==> src/rtl/host_link_responder.sv <==
// host_link_responder: device-side end of the byte-wide host handshake.
// Assembles 16-byte target hashes for the hash store, starts/resumes the
// cracking core and streams each found password back one byte per go strobe.
module host_link_responder #(
  parameter int MAX_HASHES = 2,
  parameter int IDX_W      = 1
) (
  input  logic               clk,
  input  logic               reset,
  input  logic [7:0]         new_hash_byte,
  input  logic               store_hash_byte,
  input  logic               go,
  output logic               my_turn,
  output logic               match_found,
  output logic [7:0]         password_byte,
  output logic [127:0]       hash_data,
  output logic [IDX_W-1:0]   hash_index,
  output logic               hash_write,
  output logic               hash_clear,
  output logic [IDX_W:0]     hash_count,
  output logic               crack_start,
  output logic               crack_resume,
  input  logic               core_done,
  input  logic               core_match,
  input  logic [159:0]       core_password,
  input  logic [7:0]         core_length,
  output logic               hash_overflow
);

  typedef enum logic [2:0] {
    ST_LOAD      = 3'd0,
    ST_ACK       = 3'd1,
    ST_CRACK     = 3'd2,
    ST_REPORT    = 3'd3,
    ST_RWAIT     = 3'd4,
    ST_EXHAUSTED = 3'd5
  } state_t;

  localparam logic [IDX_W:0] MAX_CNT  = (IDX_W+1)'(MAX_HASHES);
  localparam logic [IDX_W:0] CNT_ONE  = (IDX_W+1)'(1);
  localparam logic [4:0]     LAST_K   = 5'd20;

  state_t         state_r;
  logic           store_r;
  logic           store_d_r;
  logic           go_r;
  logic           go_d_r;
  logic           store_ev_s;
  logic           go_ev_s;
  logic [3:0]     byte_cnt_r;
  logic [4:0]     k_r;
  logic [159:0]   pw_r;
  logic [7:0]     len_r;

  // Report byte k: password bytes 19 down to 0 for k=0..19, then the length.
  function automatic logic [7:0] report_byte(input logic [159:0] pw,
                                             input logic [7:0]   len,
                                             input logic [4:0]   k);
    logic [7:0] b;
    b = len;
    for (int i = 0; i < 20; i++) begin
      if (k == 5'(i)) begin
        b = pw[8*(19-i) +: 8];
      end
    end
    return b;
  endfunction

  // Single register stage on the host strobes; reset high so a line held
  // high through reset does not look like a fresh rising edge.
  always_ff @(posedge clk) begin
    if (reset) begin
      store_r   <= 1'b1;
      store_d_r <= 1'b1;
      go_r      <= 1'b1;
      go_d_r    <= 1'b1;
    end else begin
      store_r   <= store_hash_byte;
      store_d_r <= store_r;
      go_r      <= go;
      go_d_r    <= go_r;
    end
  end

  assign store_ev_s = store_r & ~store_d_r;
  assign go_ev_s    = go_r & ~go_d_r;

  // Handshake FSM with registered outputs and single-cycle command pulses.
  always_ff @(posedge clk) begin
    if (reset) begin
      state_r       <= ST_LOAD;
      my_turn       <= 1'b1;
      match_found   <= 1'b0;
      password_byte <= 8'h00;
      hash_data     <= 128'h0;
      hash_index    <= '0;
      hash_write    <= 1'b0;
      hash_clear    <= 1'b0;
      hash_count    <= '0;
      crack_start   <= 1'b0;
      crack_resume  <= 1'b0;
      hash_overflow <= 1'b0;
      byte_cnt_r    <= 4'd0;
      k_r           <= 5'd0;
      pw_r          <= 160'h0;
      len_r         <= 8'h00;
    end else begin
      hash_write   <= 1'b0;
      hash_clear   <= 1'b0;
      crack_start  <= 1'b0;
      crack_resume <= 1'b0;
      case (state_r)
        ST_LOAD: begin
          if (store_ev_s) begin
            // Store wins over a simultaneous go.
            state_r <= ST_ACK;
            my_turn <= 1'b0;
            if (hash_count == MAX_CNT) begin
              hash_overflow <= 1'b1;
            end else begin
              hash_data[{byte_cnt_r, 3'b000} +: 8] <= new_hash_byte;
              if (byte_cnt_r == 4'd15) begin
                hash_write <= 1'b1;
                hash_index <= hash_count[IDX_W-1:0];
                hash_count <= hash_count + CNT_ONE;
                byte_cnt_r <= 4'd0;
              end else begin
                byte_cnt_r <= byte_cnt_r + 4'd1;
              end
            end
          end else if (go_ev_s) begin
            byte_cnt_r <= 4'd0;
            if (hash_count != '0) begin
              crack_start <= 1'b1;
              my_turn     <= 1'b0;
              state_r     <= ST_CRACK;
            end else begin
              state_r     <= ST_EXHAUSTED;
            end
          end else begin
            state_r <= ST_LOAD;
          end
        end
        ST_ACK: begin
          if (!store_r) begin
            state_r <= ST_LOAD;
            my_turn <= 1'b1;
          end else begin
            state_r <= ST_ACK;
          end
        end
        ST_CRACK: begin
          if (core_done && core_match) begin
            pw_r          <= core_password;
            len_r         <= core_length;
            k_r           <= 5'd0;
            password_byte <= core_password[159:152];
            match_found   <= 1'b1;
            my_turn       <= 1'b1;
            state_r       <= ST_REPORT;
          end else if (core_done) begin
            password_byte <= 8'h00;
            match_found   <= 1'b0;
            my_turn       <= 1'b1;
            state_r       <= ST_EXHAUSTED;
          end else begin
            state_r <= ST_CRACK;
          end
        end
        ST_REPORT: begin
          if (go_ev_s) begin
            my_turn <= 1'b0;
            state_r <= ST_RWAIT;
          end else begin
            state_r <= ST_REPORT;
          end
        end
        ST_RWAIT: begin
          if (!go_r) begin
            if (k_r < LAST_K) begin
              k_r           <= k_r + 5'd1;
              password_byte <= report_byte(pw_r, len_r, k_r + 5'd1);
              my_turn       <= 1'b1;
              state_r       <= ST_REPORT;
            end else begin
              crack_resume  <= 1'b1;
              match_found   <= 1'b0;
              password_byte <= 8'h00;
              state_r       <= ST_CRACK;
            end
          end else begin
            state_r <= ST_RWAIT;
          end
        end
        ST_EXHAUSTED: begin
          if (go_ev_s) begin
            hash_clear    <= 1'b1;
            hash_count    <= '0;
            hash_overflow <= 1'b0;
            byte_cnt_r    <= 4'd0;
            state_r       <= ST_LOAD;
          end else begin
            state_r <= ST_EXHAUSTED;
          end
        end
        default: begin
          state_r     <= ST_LOAD;
          my_turn     <= 1'b1;
          match_found <= 1'b0;
        end
      endcase
    end
  end

endmodule
==> config.mk <==
export PLATFORM = sky130hd
export DESIGN_NAME = host_link_responder
export DESIGN_NICKNAME = d
export VERILOG_FILES = /design/src/rtl/host_link_responder.sv
export SDC_FILE = /design/constraint.sdc
export NUM_CORES = 1
export LEC_CHECK = 0
export ABC_AREA = 1
export CAP_MARGIN = 40
export CORE_MARGIN = 3
export CORE_UTILIZATION = 50
export DETAILED_ROUTE_END_ITERATION = 12
export GPL_ROUTABILITY_DRIVEN = 0
export PLACE_DENSITY = 0.8
export SETUP_SLACK_MARGIN = 0.15
export SYNTH_ARGS = -nofsm -noshare
export SYNTH_HDL_FRONTEND = slang
export SYNTH_SLANG_ARGS = --single-unit
==> constraint.sdc <==
create_clock -name clk -period 3.65 [get_ports clk]
set_input_delay 0.73 -clock clk [delete_from_list [all_inputs] [get_ports clk]]
set_output_delay 0.73 -clock clk [all_outputs]
set_load 0.01 [all_outputs]
# == After elaboration in Yosys (flattened, before gate mapping) ==
# Index checks and enable logic that the tools add are counted.
# op_classes
n_mux,73
n_lt_le_gt_ge,1
bitwise,11
eq_ne,41
addsub,4
n_shift,2
n_reduce_logical,21
# ops
op,count
8-bit 2-to-1 mux,24
128-bit bitwise mux,1
"8-bit by 9-bit variable shift with 128-bit output, first input constant",1
8-bit by 9-bit variable part select with 128-bit output,1
"5-bit by 4-bit equality test with 1-bit output, second input constant",8
3-bit 2-to-1 mux,8
"2-bit inequality test, second input constant",11
1-bit 2-to-1 mux,21
"5-bit by 3-bit equality test with 1-bit output, second input constant",4
"5-bit equality test, second input constant",4
3-bit case mux with 6 select lines,1
4-bit 2-to-1 mux,4
8-bit case mux with 2 select lines,1
4-bit AND reduction,4
5-bit 2-to-1 mux,3
"3-bit inequality test, second input constant",4
4-bit OR reduction,3
"5-bit by 2-bit equality test with 1-bit output, second input constant",2
5-bit case mux with 2 select lines,1
7-bit negator with 9-bit output,1
1-bit NOT,9
2-bit 2-to-1 mux,4
4-bit case mux with 2 select lines,1
8-bit AND reduction,1
24 further kinds,31
# totals
word_cells,173
output_inout_bits,146
register_bits,330
input_bits,182

# == Depth between registers and ports, before layout ==
# depth
word_depth,25
depth_mapped,32
ltp_nobuf,31

# == Least setup slack after synthesis ==
# Ideal clock, no wire load.
# synth_timing
kind,register to register
from,register byte_cnt_r[0]
to,register hash_data[30]
arrival_ns,2.565
t_required_ns,3.564
path_buffers,3
synth_period_minus_slack_ns,2.651
setup_slack_ns,0.999
stages_incl_launch_ff,11
setup_ns,0.086
path_cell_list,dfxtp_1 inv_1 clkbuf_1 clkbuf_1 ha_1 xnor2_1 inv_1 nor3_1 clkbuf_1 nor2_1 a211oi_1
# synth_between
elab_chain_cells,3
word_cells_on_any_way,4
classes_between,add/sub: 1; shift: 2; mux: 1
# synth_lines
element,line_no,rtl
start: declaration,50,logic [3:0] byte_cnt_r;
start signal: assignment,128,byte_cnt_r <= byte_cnt_r + 4'd1;
7-bit negator with 9-bit output (*),121,"hash_data[{byte_cnt_r, 3'b000} +: 8] <= new_hash_byte;"
8-bit by 9-bit variable part select with 128-bit output or 8-bit by 9-bit variable shift with 128-bit output (tied branches),121,
128-bit bitwise mux (*),121,
end signal: indexed assignment,121,
end: declaration,16,"output logic [127:0] hash_data,"
# Every way passes the cells marked *; elsewhere a longest branch is shown, timed or not.
# A chain may end at the register's enable or synchronous reset.

# == Worst setup path after layout ==
# layout_timing
from,register k_r[0]
to,register password_byte[2]
# layout_between
elab_chain_cells,25
word_cells_on_any_way,45
classes_between,add/sub: 1; order compare: 1; eq/ne: 19; mux: 23; reduce/logical: 1
# layout_lines
element,line_no,rtl
start: declaration,51,logic [4:0] k_r;
start signal: assignment,181,k_r <= k_r + 5'd1;
5-bit by 1-bit adder with 5-bit output,182,"password_byte <= report_byte(pw_r, len_r, k_r + 5'd1);"
5-bit logical NOT,62,if (k == 5'(i)) begin
8-bit 2-to-1 mux (20 in series),62,
8-bit 2-to-1 mux (*),180,if (k_r < LAST_K) begin
8-bit 2-to-1 mux (*),179,if (!go_r) begin
8-bit case mux with 2 select lines (*),112,case (state_r)
end signal: assignment,157,password_byte <= core_password[159:152];
end signal: assignment,182,
end: declaration,15,"output logic [7:0] password_byte,"
# Every way passes the cells marked *; elsewhere a longest branch is shown, timed or not. The select of a mux whose other input is x is not followed.

==> out/metrics.cfg <==
[run_status]
status=finished, final reports clean

[final_layout]
drive_gt1_share_pct=5.78
layout_common_cells=dfxtp_1 (328), clkdlybuf4s50_1 (326), a21oi_1 (273)
stdcell_count=2543
layout.nets=2372
areaGrowthSynthToFinish_pct=34.0
final_util_pct=68.4
final_common_cell=dfxtp_1

[route]
wl_per_cell_um=17.8
first_iter_violations=1429
wl_mm=45.4
vias_per_cell=5.50
dr.pass1.iters=6
via_count=14000
post-route-drc-count=0
ant_nets=0

[sta]
grt_setup_unrepaired=no
finalHoldViolations=0
worst_pin_slew_ns=0.919
slew_headroom_pct=38.5
setup_violations=0
period_share_pct=86.2
fmax_ghz=0.318
finalClockSkew_ns=0.0101
drv_slew=0
tns_ns=0
period_needed_ns=3.15

[placed_design]
portBuffers=327
post-place-cells=2479
dp_hpwl_mm=32.3

[pwr]
max-vdd-ir-drop_mv=0.366
powerDensity_nw_per_um2=411
p_leak_nw=7.13

[yosys]
synth_fp_nets=2083
synth-edff-count=0
synthMuxAreaShare_pct=0
yosysUniqueCellTypes=38
yosysWarnings=0
ys_seq_elements=330
synth_top_family_by_area=compound AO/OA/AOI/OAI gates
synthCells=1890
synth_adder_area_share_pct=0.997
synth_compound_area_share_pct=23.4
synthXorXnorAreaFrac_pct=0.245
async_flop_share_pct=0
synth-simple-area-share_pct=19.0
synthFlopType=dfxtp_1
avgSynthCellArea_um2=7.31
syn_area_um2=13800
synth_seq_area_share_pct=47.8

[floorplan]
die_x_um=172
fp.coreArea_um2=27000
die_h_um=172
die_area_um2=29600
ios=328
row_count=60
initial_core_util_pct=51.1

[cts]
cts_tree=built
clk_pin_slew_ns=0.06
clock_sinks=330
clock_latency_ns=0.51
cts_root_buffer=clkbuf_16
clockBufferDepth=3
cts_max_level=2
ctsHoldBuffers=0
cts_buffers=35

[global_routing]
gr-total-overflow=0
grt_pass1_wl_mm=69.6
grt_max_degree=128
track_usage_pct=29.2
antenna_found_initial=5
grt_pass1_vias=13300

[critical_path]
reg2reg_slack_ns=0.50
reg2reg_to=password_byte[2]
setup.worst_path.end_class=flip-flop
critPathLaunchType=flip-flop
path_class=flip-flop to flip-flop
rr_startpoint=k_r[0]
cp.required_ns=4.04
cp_max_fo=7
crit_start=k_r[0]
worst_ep_arrival_time_ns=3.54
reg2reg_depth=29
setup.worst_path.end=password_byte[2]
cp_common_cell=nand2_1
cpPeakStageDelay_ns=0.39
cpMaxStageDelayCell=dfxtp_2

[job]
maxCapViolations=0

[min_path]
hp-class=flip-flop to flip-flop

[kinds of logic after synthesis]
kind of cell               Yosys count
xor gates and xnor gates             3
buffers and inverters              301
and+or+nand+nor                    633
adders and majority gates           11
AOI/OAI and AO/OA                  612
DFF                                330
[flip-flops by register name, summed over array words and instances (netlist names), 2 cells and up]
name and count:
hash_count 2, pw_r 160, password_byte 8, state_r 3
k_r 5, byte_cnt_r 4, len_r 8, hash_data 128
[cells in the mapped netlist (2+ instances only)]
cell type	n	area [um^2]
a21oi_1	273	1370
nor4_1	2	12.5
o21ai_1	9	45.0
inv_2	6	22.5
ha_1	11	138
nand2_2	8	50.1
or2_2	2	12.5
nor3_1	29	145
o21ai_0	269	1350
a211oi_1	32	240
nand3_1	82	410
o211ai_1	5	37.5
a21oi_2	8	70.1
inv_1	179	672
nand2_4	2	22.5
nor2_1	267	1000
a41oi_1	2	17.5
clkinv_1	8	30.0
buf_2	4	20.0
clkbuf_1	96	360
nand2_1	227	852
buf_1	2	7.51
nor2_4	6	67.6
a31oi_1	8	50.1
nand4_1	5	31.3
buf_6	5	56.3
nor2_2	3	18.8
dfxtp_1	330	6610
[layout make-up]
| cell class | count | area, um^2 |
|---|---|---|
| Clock buffer | 51 | 1030 |
| Sequential cell | 330 | 6610 |
| Antenna cell | 3 | 7.51 |
| Clock inverter | 6 | 80.1 |
| Fill cell | 2202 | 8530 |
| Timing Repair Buffer | 360 | 3550 |
| Multi-Input combinational cell | 1259 | 6060 |
| Inverter | 193 | 734 |
| Tap cell | 341 | 427 |
[metal layers]
| layer | vias to the layer above | part of all wire (%) | track usage [%] |
|---|---|---|---|
| li1 | 6828 | - | - |
| met1 | 6394 | 41 | 38.0 |
| met2 | 679 | 46 | 47.3 |
| met3 | 85 | 10 | 8.87 |
| met4 | 4 | 2.6 | 8.26 |
| met5 | - | 0.044 | 0 |
[power by group]
group / switching, mW / internal (mW)
logic: 0.236 / 0.244
registers: 0.0139 / 3.63
clock network: 1.40 / 2.08
[worst min path at each step]
stage	start	end	slack, ns	cells after the start
final	hash_data[94]	hash_data[94]	0.45	2
after global routing	pw_r[30]	pw_r[30]	0.47	2
after CTS	hash_data[94]	hash_data[94]	0.45	2
after detailed placement	hash_data[93]	hash_data[93]	0.44	2
after global placement	hash_data[89]	hash_data[89]	0.43	2
after floorplan	store_r	store_d_r	0.41	2
[what timing repair did]
item	4_1_cts	5_1_grt
endpoints found under the setup margin	0	8
buffers inserted	0	3
resized for setup	0	5
[critical path, delay by kind of cell, from the launching register on]
kind / cells / cell delay, ns
AOI/OAI and AO/OA: 6 / 0.48
buffers and inverters: 2 / 0.29
DFF: 1 / 0.39
and+or+nand+nor: 20 / 1.68
adders and majority gates: 1 / 0.23
[through the flow]
stage          hold slack (ns)  setup slack [ns]  power, mW  instance area (um^2)
2_1_floorplan            0.412             0.999       3.89                 13800
3_5_place_dp             0.438             0.227       4.18                 17300
6_report                 0.449             0.503       7.60                 18500
3_3_place_gp             0.431             0.412       4.18                 17300
4_1_cts                  0.453             0.227       7.63                 18400
5_1_grt                  0.473             0.133       7.82                 18500
Power figures use the tool's default switching activity.
